**src/rtl/serial_subtractor.sv**
```systemverilog
// Bit-serial two's-complement subtractor: D = A + ~B + 1, one bit per clock, LSB first.
// A single full-adder cell plus a carry flip-flop; start/done handshake with borrow and overflow flags.
module serial_subtractor #(
  parameter int WIDTH = 4
) (
  input  logic             clk,
  input  logic             rst_n,
  input  logic             start,
  input  logic [WIDTH-1:0] A,
  input  logic [WIDTH-1:0] B,
  output logic             busy,
  output logic             done,
  output logic [WIDTH-1:0] D,
  output logic             bOut,
  output logic             ovf
);

  localparam int CW = (WIDTH > 1) ? $clog2(WIDTH) : 1;

  typedef enum logic [1:0] {
    IDLE = 2'd0,
    RUN  = 2'd1,
    DONE = 2'd2
  } state_t;

  state_t           state_r;
  logic [WIDTH-1:0] shiftA_r;
  logic [WIDTH-1:0] shiftB_r;
  logic [WIDTH-1:0] result_r;
  logic             carry_r;
  logic [CW-1:0]    count_r;

  logic             sum_s;
  logic             carryOut_s;
  logic [WIDTH-1:0] nextResult_s;
  logic             lastStep_s;
  logic             accept_s;

  function automatic logic [1:0] fullAdd(input logic a, input logic b, input logic c);
    fullAdd = {(a & b) | (a & c) | (b & c), a ^ b ^ c};
  endfunction

  assign {carryOut_s, sum_s} = fullAdd(shiftA_r[0], shiftB_r[0], carry_r);
  assign nextResult_s        = {sum_s, result_r[WIDTH-1:1]};
  assign lastStep_s          = (count_r == CW'(WIDTH - 1));
  assign accept_s            = start & ((state_r == IDLE) | (state_r == DONE));

  // Control FSM, serial datapath and registered result flags
  always_ff @(posedge clk or negedge rst_n) begin
    if (!rst_n) begin
      state_r  <= IDLE;
      shiftA_r <= '0;
      shiftB_r <= '0;
      result_r <= '0;
      carry_r  <= 1'b0;
      count_r  <= '0;
      busy     <= 1'b0;
      done     <= 1'b0;
      D        <= '0;
      bOut     <= 1'b0;
      ovf      <= 1'b0;
    end else begin
      case (state_r)
        IDLE, DONE: begin
          done <= 1'b0;
          if (accept_s) begin
            // Subtraction as A + ~B with an initial carry of 1
            shiftA_r <= A;
            shiftB_r <= ~B;
            carry_r  <= 1'b1;
            count_r  <= '0;
            busy     <= 1'b1;
            state_r  <= RUN;
          end else begin
            busy    <= 1'b0;
            state_r <= IDLE;
          end
        end
        RUN: begin
          result_r <= nextResult_s;
          shiftA_r <= {1'b0, shiftA_r[WIDTH-1:1]};
          shiftB_r <= {1'b0, shiftB_r[WIDTH-1:1]};
          carry_r  <= carryOut_s;
          count_r  <= count_r + CW'(1);
          if (lastStep_s) begin
            // carry_r here is the carry into the MSB; it differs from carry-out on signed overflow
            D       <= nextResult_s;
            bOut    <= ~carryOut_s;
            ovf     <= carry_r ^ carryOut_s;
            done    <= 1'b1;
            busy    <= 1'b0;
            state_r <= DONE;
          end else begin
            done    <= 1'b0;
            busy    <= 1'b1;
            state_r <= RUN;
          end
        end
        default: begin
          busy    <= 1'b0;
          done    <= 1'b0;
          state_r <= IDLE;
        end
      endcase
    end
  end

endmodule
```
**config.mk**
```make
export PLATFORM = sky130hd
export DESIGN_NAME = serial_subtractor
export DESIGN_NICKNAME = d
export VERILOG_FILES = /design/src/rtl/serial_subtractor.sv
export SDC_FILE = /design/constraint.sdc
export NUM_CORES = 1
export LEC_CHECK = 0
export BUFFER_PORTS_ARGS = -buffer_cell sky130_fd_sc_hd__buf_2
export CAP_MARGIN = 20
export CORE_ASPECT_RATIO = 1.2
export CORE_MARGIN = 4
export CORE_UTILIZATION = 35
export CTS_BUF_LIST = sky130_fd_sc_hd__clkbuf_8 sky130_fd_sc_hd__clkbuf_16
export CTS_CLUSTER_DIAMETER = 200
export DETAILED_ROUTE_END_ITERATION = 10
export SYNTH_ARGS = -nofsm -noshare
export SYNTH_HDL_FRONTEND = slang
export SYNTH_SLANG_ARGS = --single-unit
```
**constraint.sdc**
```tcl
create_clock -name clk -period 2.4 [get_ports clk]
set_input_delay 0.36 -clock clk [delete_from_list [all_inputs] [get_ports clk]]
set_output_delay 0.36 -clock clk [all_outputs]
set_load 0.005 [all_outputs]
```
==> impl_results.md <==
* RSZ-0062 raised after global routing: no
* Slowest stage cell on the critical path: dfrtp_1
* Total track usage at 0.108
* Maxcap violations at 0
* Clk sinks at 22
* Post-DP HPWL at between 1000 and 1500 um
* Hold Crit Class: input port to async pin
* Crit path from: state_r[0]
* Initial Util at 0.366
* EDFF count, synth at 0
* Final worst path period share at 0.699
* Post-CTS sizing at 0
* IO Port Bufs at 18
* PD cells at ~1300 mW/mm^2
* Most frequent cells in the layout: dfrtp_1, buf_2, mux2_1
* TNS Setup at 0 ps
* VDD IR max at 0.000675 V
* Die ar. at a little under 0.004 mm^2
* Slew Limit Fails at 0
* Main synth FF type: dfrtp_1
* Post-Syn Area at a little over 0.001 mm^2
* Routed via count at 692
* CTS Buf Count at 3
* FMAX at around 600 MHz
* Clock H-tree levels at 1
* WP buf/inv at 1
* Total area of sequential cells at between 500 and 600 um^2
* WHS at ~50 ps
* Fraction of registers with async set/reset at 1.00
* Fill count at between 200 and 300
* Number of placement rows at 21
* ANT cells at 0
* Critical setup path kind: register to output port
* Layout cells sized above 1 at 0.226
* Slew headroom at 0.515
* Required time worst endpoint at a little over 2000 ps
* Vias in the first global route at between 700 and 800
* Synthesized area per cell at 11.7 um^2
* Longest Clk Path Bufs at 2
* Post-Layout Cell Count at 140
* Commonest non-fill, non-tap cell in the layout: dfrtp_1
* Setup WS pre-CTS at about 850 ps
* CP Max Fanout at 24
* # Post-CTS Setup Buffers at 0
* Iter 0 DRT Violations at 18
* Register area share after synthesis at 0.535
* Synth warn at 0
* Netlist cell types at 25
* Routed WL per cell at around 13 um
* Slew at the pin closest to its max-slew limit at 728 ps
* GR Overflow Total at 0
* Placed inst area at around 0.0011 mm^2
* Yosys reg bits at 22
* Pin count of the biggest net entering global routing at 25
* Status: finished, final reports clean
* Synth Net Count at approximately 100
* Final period demand of the worst path at between 1500 and 2000 ps
* Critical path's largest stage delay at between 800 and 900 ps
* Worst-path clk slew at around 80 ps
* Die X at approximately 58 um
* Drt total wl at between 1500 and 2000 um
* Final nets at 120
* Height of the die at 67.4 um
* CP cell instances: buf_2
* Worst setup margin at roughly 720 ps
* Clock latency on the worst-skew pair at roughly 260 ps
* Detailed-router iteration count before antenna repair at 4
* Reg2reg start: state_r[0]
* Startpoint Class: register
* Crit-path leading delay family: flip-flops
* Core Box Area at 0.00281 mm^2
* GP Congestion at 0.714
* Hold violation count in the final report at 0
* Crit path DAT at approximately 1300 ps
* Setup violators final at 0
* Hold_buf cts at 0
* DP Cell Count at between 100 and 150
* Vias/cell at 4.94
* Clk_skew at between 2 and 2.5 ps
* DRC at 0
* Clk Tree Root Cell: clkbuf_8
* CTS tree: built
* LEAKAGE at approximately 0.57 nW
* First-pass GRT wire length at 3170 um
* Final instance area at around 0.0012 mm^2
* DRT antenna net count at 0
* Critical Path Sink Type: output port
* Area grow syn2layout at 16.2%
* Multi-input logic area at approximately 440 um^2
* Cells after Synth at 88
* I/O Pins at 19
* Initial antenna violation count at 0
-- sequential cells by signal, summed over array words and instances, names as in the netlist --
name,flops
D,4
bOut,1
carry_r,1
count_r,2
done,1
ovf,1
result_r,3
shiftA_r,4
shiftB_r,4
state_r,1
-- stage by stage --
step,util,power (mW)
2_1_floorplan,-,1.10
5_1_grt,0.425,1.66
3_3_place_gp,0.406,1.25
3_5_place_dp,0.406,1.28
6_report,0.425,1.52
4_1_cts,0.425,1.55
-- power breakdown --
group	switching [mW]	leakage [nW]	internal, mW
combinational	0.232	0.270	0.293
clock	0.120	0.0288	0.146
sequential	0.180	0.267	0.548
total	0.532	0.566	0.987
-- per-layer routing --
metal | track usage | vias to the layer above | routed length (um)
met5 | 0 | - | 0
met4 | 0.0609 | 0 | 43
met3 | 0.0325 | 5 | 129
met2 | 0.182 | 21 | 863
met1 | 0.122 | 321 | 816
li1 | - | 345 | -
-- Yosys cell counts, types with 2 or more instances --
cell      number  share of area
dfrtp_1       22           0.53
mux2_1         8          0.087
mux2i_1        6          0.058
nand2_1        6          0.022
a211oi_1       5          0.036
a21oi_1        5          0.024
inv_1          5          0.018
nor2b_1        5          0.030
o21ai_0        5          0.024
o21ai_1        3          0.015
a22o_1         2          0.017
buf_2          2         0.0097
nand3_1        2         0.0097
-- layout make-up --
| class | instances | share of cell area |
|---|---|---|
| well taps | 34 | 0.0356 |
| inverters | 5 | 0.0157 |
| multi-input cells | 57 | 0.367 |
| flip-flops and latches | 22 | 0.460 |
| clock buffers | 4 | 0.0460 |
| repair buffers | 18 | 0.0753 |
-- logic make-up after synthesis --
kind of cell / after synthesis / synth area share
buffers and inverters: 9 / 0.0389
flip-flops: 22 / 0.535
AO/OA/AOI/OAI: 22 / 0.130
AND/OR/NAND/NOR: 16 / 0.0911
adder cells (fa/ha/maj): 2 / 0.0316
XOR/XNOR: 2 / 0.0170
multiplexers: 15 / 0.157
-- worst paths after layout --
check	end	slack [ps]	cells past startpoint
setup / recovery	busy	720	1
hold / removal	result_r[3]	50	1
setup reg to reg	result_r[1]	830	2
hold reg to reg	bOut	500	1
max in group asynchronous	ovf	2020	1
min in group clk	shiftB_r[0]	370	4
(Power assumes the default switching activity.)
